--- config.mk ---
export PLATFORM = sky130hd
export DESIGN_NAME = serial_adder
export DESIGN_NICKNAME = d
export VERILOG_FILES = /design/src/rtl/serial_adder_pkg.sv /design/src/rtl/serial_adder_fulladder.sv /design/src/rtl/serial_adder.sv
export SDC_FILE = /design/constraint.sdc
export NUM_CORES = 1
export LEC_CHECK = 0
export BUFFER_PORTS_ARGS = -buffer_cell sky130_fd_sc_hd__buf_2
export CAP_MARGIN = 0
export CORE_MARGIN = 4
export CORE_UTILIZATION = 50
export CTS_CLUSTER_SIZE = 28
export DETAILED_ROUTE_END_ITERATION = 12
export PLACE_DENSITY_LB_ADDON = 0.12
export SYNTH_ARGS = -nofsm -noshare
export SYNTH_HDL_FRONTEND = slang
export SYNTH_HIERARCHICAL = 1
export SYNTH_SLANG_ARGS = --single-unit
--- constraint.sdc ---
create_clock -name clk -period 20.9 [get_ports clk]
set_input_delay 5.225 -clock clk [delete_from_list [all_inputs] [get_ports clk]]
set_output_delay 5.225 -clock clk [all_outputs]
set_load 0.03 [all_outputs]
--- src/rtl/serial_adder_pkg.sv ---
// Shared types for the bit-serial adder/subtractor.
// Holds the sequencer state encoding and the default datapath width.
package serial_adder_pkg;

    localparam int DEF_WIDTH = 64;

    typedef enum logic [1:0] {
        IDLE = 2'd0,
        RUN  = 2'd1,
        DONE = 2'd2
    } state_t;

endpackage

--- src/rtl/serial_adder_fulladder.sv ---
// Single-bit full-adder cell.
// Ports: a, b, ci in; s (sum), co (carry out) out.
module fullAdder (
    input  logic a,
    input  logic b,
    input  logic ci,
    output logic s,
    output logic co
);

    assign s  = a ^ b ^ ci;
    assign co = (a & b) | (ci & (a ^ b));

endmodule

--- src/rtl/serial_adder.sv ---
// Bit-serial adder/subtractor: one result bit per clock through one full adder.
// Ports: clk, reset (async high), start, sub, a, b, cin in;
//        busy, done, sum, cout, overflow, zero out (all registered state).
module serial_adder
    import serial_adder_pkg::*;
#(
    parameter int WIDTH = DEF_WIDTH
) (
    input  logic             clk,
    input  logic             reset,
    input  logic             start,
    input  logic             sub,
    input  logic [WIDTH-1:0] a,
    input  logic [WIDTH-1:0] b,
    input  logic             cin,
    output logic             busy,
    output logic             done,
    output logic [WIDTH-1:0] sum,
    output logic             cout,
    output logic             overflow,
    output logic             zero
);

    localparam int CNT_W = $clog2(WIDTH);

    state_t           state;
    state_t           state_nxt;
    logic [CNT_W-1:0] cnt;
    logic [WIDTH-1:0] a_sr;
    logic [WIDTH-1:0] b_sr;
    logic             carry;
    logic             fa_s;
    logic             fa_co;
    logic             last;
    logic [WIDTH-1:0] sum_nxt;

    assign last    = (cnt == CNT_W'(WIDTH - 1));
    assign sum_nxt = {fa_s, sum[WIDTH-1:1]};

    fullAdder u_fa (
        .a  (a_sr[0]),
        .b  (b_sr[0]),
        .ci (carry),
        .s  (fa_s),
        .co (fa_co)
    );

    always_ff @(posedge clk or posedge reset) begin
        if (reset) begin
            state <= IDLE;
        end else begin
            state <= state_nxt;
        end
    end

    always_comb begin
        state_nxt = state;
        unique case (state)
            IDLE:    if (start) state_nxt = RUN;
            RUN:     if (last)  state_nxt = DONE;
            DONE:    state_nxt = IDLE;
            default: state_nxt = IDLE;
        endcase
    end

    // Result flags only move on the final RUN edge, so they stay
    // stable through DONE and IDLE until the next operation ends.
    always_ff @(posedge clk or posedge reset) begin
        if (reset) begin
            cnt      <= '0;
            a_sr     <= '0;
            b_sr     <= '0;
            carry    <= 1'b0;
            sum      <= '0;
            cout     <= 1'b0;
            overflow <= 1'b0;
            zero     <= 1'b0;
        end else begin
            unique case (state)
                IDLE: begin
                    if (start) begin
                        a_sr  <= a;
                        b_sr  <= sub ? ~b : b;
                        carry <= sub | cin;
                        cnt   <= '0;
                    end
                end
                RUN: begin
                    sum   <= sum_nxt;
                    a_sr  <= a_sr >> 1;
                    b_sr  <= b_sr >> 1;
                    carry <= fa_co;
                    cnt   <= cnt + 1'b1;
                    if (last) begin
                        // carry holds the carry into the MSB here
                        overflow <= carry ^ fa_co;
                        cout     <= fa_co;
                        zero     <= (sum_nxt == '0);
                    end
                end
                default: ;
            endcase
        end
    end

    assign busy = (state != IDLE);
    assign done = (state == DONE);

endmodule

Word level (Yosys, flattened, before mapping)
Index checks and enable logic that the tools add are counted.
{ "totals": {"ff_bits": 204, "input_bits": 133, "wordCells": 42} }
{ "op_classes": {"add_sub_neg": 1, "eq_ne": 5, "n_mux": 12, "n_bitwise": 8, "n_reduce_logical": 7} }
{ "op_table": {"columns": ["op", "n"], "rows": [
  ["$pmux 64 s2", 2],
  ["$mux 64", 3],
  ["$logic_not 64->1", 1],
  ["$not 64->64", 1],
  ["$pmux 6 s2", 1],
  ["$add 6x1->6 const B", 1],
  ["$eq 6x6->1 const B", 1],
  ["$mux 6", 1],
  ["$reduce_and 2->1", 3],
  ["$mux 2", 2],
  ["$ne 2x2->1 const B", 2],
  ["$pmux 2 s2", 1],
  ["$reduce_bool 2->1", 2],
  ["$xor 1x1->1", 3],
  ["$and 1x1->1", 2],
  ["$eq 2x1->1 const B", 1],
  ["$eq 2x2->1 const B", 1],
  ["$logic_not 2->1", 1],
  ["$or 1x1->1", 2],
  ["$pmux 1 s2", 1],
  ["$mux 1", 1]
]} }

Logic depth before layout (Yosys ltp)
{ "depth": {"depth_word": 4, "depth_mapped": 8, "depth_no_buf": 5} }

By module
Netlist, hierarchy kept.
{ "by_module_without_submodules": {"columns": ["mod", "n_inst", "cells_each", "area_per_inst_um2", "seq_area_each_um2"], "rows": [
  ["serial_adder", 1, 908, 8813.5, 5104.9],
  ["fullAdder", 1, 1, 20.0, 0.0]
]} }

Least setup slack after synthesis
OpenSTA, ideal clock, no wires.
{ "synth_timing": {"path_type": "input to register", "start": "input port start", "end": "register b_sr[10]", "arrival_time_ns": 6.472, "required_ns": 20.774, "slack_ns": 14.302, "cell_stages": 7, "path_buffers": 4, "cell_sequence": "or3b_1 -> buf_2 -> and2_4 -> buf_6 -> buf_6 -> buf_6 -> a221o_1"} }
{ "synth_via": {"elab_chain_cells": 2} }
{ "synth_lines": {"columns": ["element", "line", "source"], "rows": [
  ["start: declaration", "serial_adder.sv:11", "input logic start,"],
  ["$ne 2x2->1 (no line)", null, null],
  ["$reduce_and 2->1 (no line)", null, null],
  ["end signal: assignment", "serial_adder.sv:83", "b_sr <= sub ? ~b : b;"],
  ["end signal: assignment", "serial_adder.sv:91", "b_sr <= b_sr >> 1;"],
  ["end: declaration", "serial_adder.sv:30", "logic [WIDTH-1:0] b_sr;"]
]} }
Every way passes these cells.
A chain may end at the register's enable or synchronous reset.

Worst setup path after layout
{ "layout_timing": {"start": "input port start", "end": "register b_sr[14]"} }
The elaborated chain is that of the path after synthesis.

==> reports/qor.csv <==
metric,value,unit
num_vias,6974,
fmax,147,MHz
antenna_found_initial,3,
grt_max_degree,152,
dpl.hpwl,12.8,mm
final_util,60.8,%
grt-ovfl-total,0,
postCtsSetupBuffers,0,
final_nets,1206,
syn_nets,1044,
max-slew-margin-rel,20.6,%
top_usage_layer,met2,
r2r_end,a_sr[30],
grt_pass1_wl,33.9,mm
clk_path_buf_depth,3,
synth-seq-area-share,57.8,%
die-width,141,um
route.detailed.drc,0,
hp-class,reg2reg,
drive_gt1_share,22.3,%
initial_utilization,51.1,%
tightest_slew,1.19,ns
finalSetupViolCount,0,
synth_cell_type_count,28,
synth-warning-count,6,
place.gp.congestion,0.782,
rows,48,
finalHoldViolCount,0,
setup_tns,0,ns
cts_tree,done,
rr_startpoint,state[1],
post_cts_resized,0,
grt_use_met3,6.55,%
first_pass_iters,5,
irDropWorstVdd,0.0711,mV
clock-root-buffer,clkbuf_16,
wirelength,20.6,mm
synth-seq-cells,204,
viasPerCell,5.34,
gr-usage-met1,29.5,%
avgSynthCellArea,9.72,um2
critPathMaxFanout,102,
fin_crit_sh,32.5,%
coreArea,17300,um2
cts.sinks,204,
io_buffers,201,
syn_area,8830,um2
holdWs,0.488,ns
setup.worst_path.class,in2reg,
cp_data_arrival_time,7.16,ns
cp-end-kind,flip-flop,
synth_cells,909,
die_area,19900,um2
outcome,"finished, final reports clean",
diodes,0,
io_pins,202,
fillers,1510,
maxCapViolCount,0,
met2_usage,29.8,%
layout_commonest_cell,dfrtp_1,
power.leakage,5.16,nW
synthToLayoutAreaGrowth,19.1,%
cts_buffers,21,
cp-start-kind,input pin,
worst_clock_skew,0.0109,ns
wire_per_inst,15.7,um
htree_num_levels,1,
reg2reg_slack,18.36,ns
path_clk_slew,0.06,ns
drv_slew,0,
multi_input_area,3450,um2
rsz0062_at_grt,no,
antenna_left,0,
layout_common_cells,"dfrtp_1, buf_2, nand2_1, nor2_1, xnor2_1",
whs_path_depth,2,
grt_pass1_vias,6628,
hold_end,sum[0],
required,21.26,ns
reg2regPathDepth,4,
regArea,5100,um2
die_h,141,um
drt_iter0_drc,458,
cts_hold_buf,0,
clock_latency,0.48,ns
pwr_density_cell,134,nW/um2
hold_start,sum[0],
min_period,6.80,ns
grtUsageTotal,20.3,%
==> worst max-delay path by stage <==
stage	startpoint	end	slack, ns	cells past startpoint
global placement	start	b_sr[0]	13.65	5
floorplan	reset	a_sr[0]	10.11	1
CTS	start	b_sr[57]	14.12	5
global route	start	b_sr[62]	13.96	5
detailed placement	start	b_sr[2]	13.60	5
finish	start	b_sr[14]	14.10	5
==> cell families after synthesis <==
| logic type | share of synthesized area, % |
|---|---|
| buf+inv | 3.40 |
| simple gates | 19.1 |
| xor+xnor | 6.54 |
| flops | 57.8 |
| mux | 0.382 |
| compound gates | 12.4 |
| fa+ha+maj | 0.368 |
==> cell usage after synthesis <==
master,n,share of area (%)
nor4_1,17,1.2
and3_1,2,0.14
o22ai_1,63,4.5
buf_1,17,0.72
nand2b_1,1,0.071
inv_1,2,0.085
or3b_1,1,0.099
nand4_1,4,0.28
or2_2,1,0.071
nor2b_1,2,0.14
o211ai_1,1,0.085
fa_1,1,0.23
clkbuf_1,38,1.6
dfrtp_1,204,58
and2_4,1,0.099
ha_1,1,0.14
nor2_1,194,8.2
nand2_1,200,8.5
o21ai_0,9,0.51
mux2_2,3,0.38
buf_2,6,0.34
nand3_1,5,0.28
o31ai_1,1,0.085
o32ai_1,1,0.099
xnor2_1,64,6.3
a221o_1,63,7.1
xor2_1,2,0.20
buf_6,5,0.64
==> critical path, stage by stage <==
cell	delay, ns
buf_2	0.09
or3b_4	0.49
buf_4	0.88
nor2_1	0.10
a221o_1	0.30
==> through the flow <==
stage	total power [mW]	cell area (um2)	worst slack, ns	instances
after CTS	1.42	10500	14.12	1307
after floorplan	0.937	8830	10.11	909
final	1.41	10500	14.10	1307
after global placement	1.05	9890	13.65	1273
after global routing	1.50	10500	13.96	1307
after detailed placement	1.06	9890	13.60	1273
==> where the power goes <==
group	switching [mW]	leakage (nW)	internal, mW
combinational	0.227	2.32	0.160
clock	0.143	0.308	0.207
sequential	0.114	2.53	0.555
total	0.484	5.16	0.922
==> final cells by class <==
| cell class | instances | area share, % |
|---|---|---|
| inverters | 2 | 0.143 |
| clock inverters | 2 | 0.333 |
| flip-flops and latches | 204 | 48.5 |
| repair buffers | 205 | 9.87 |
| well taps | 225 | 2.68 |
| multi-input cells | 637 | 32.8 |
| clock buffers | 32 | 5.67 |
==> per-layer routing <==
metal,vias to the layer above,part of all wire [%],wire (um)
li1,3410,-,-
met1,3357,45,9240
met2,168,45,9260
met3,33,7.9,1630
met4,6,1.9,398
met5,-,0.14,28
==> flip-flops by register name, summed over array words and instances (netlist names) <==
name	flops
sum	64
overflow	1
a_sr	64
state	2
cout	1
carry	1
b_sr	64
zero	1
cnt	6
Power figures use the tool's default switching activity.
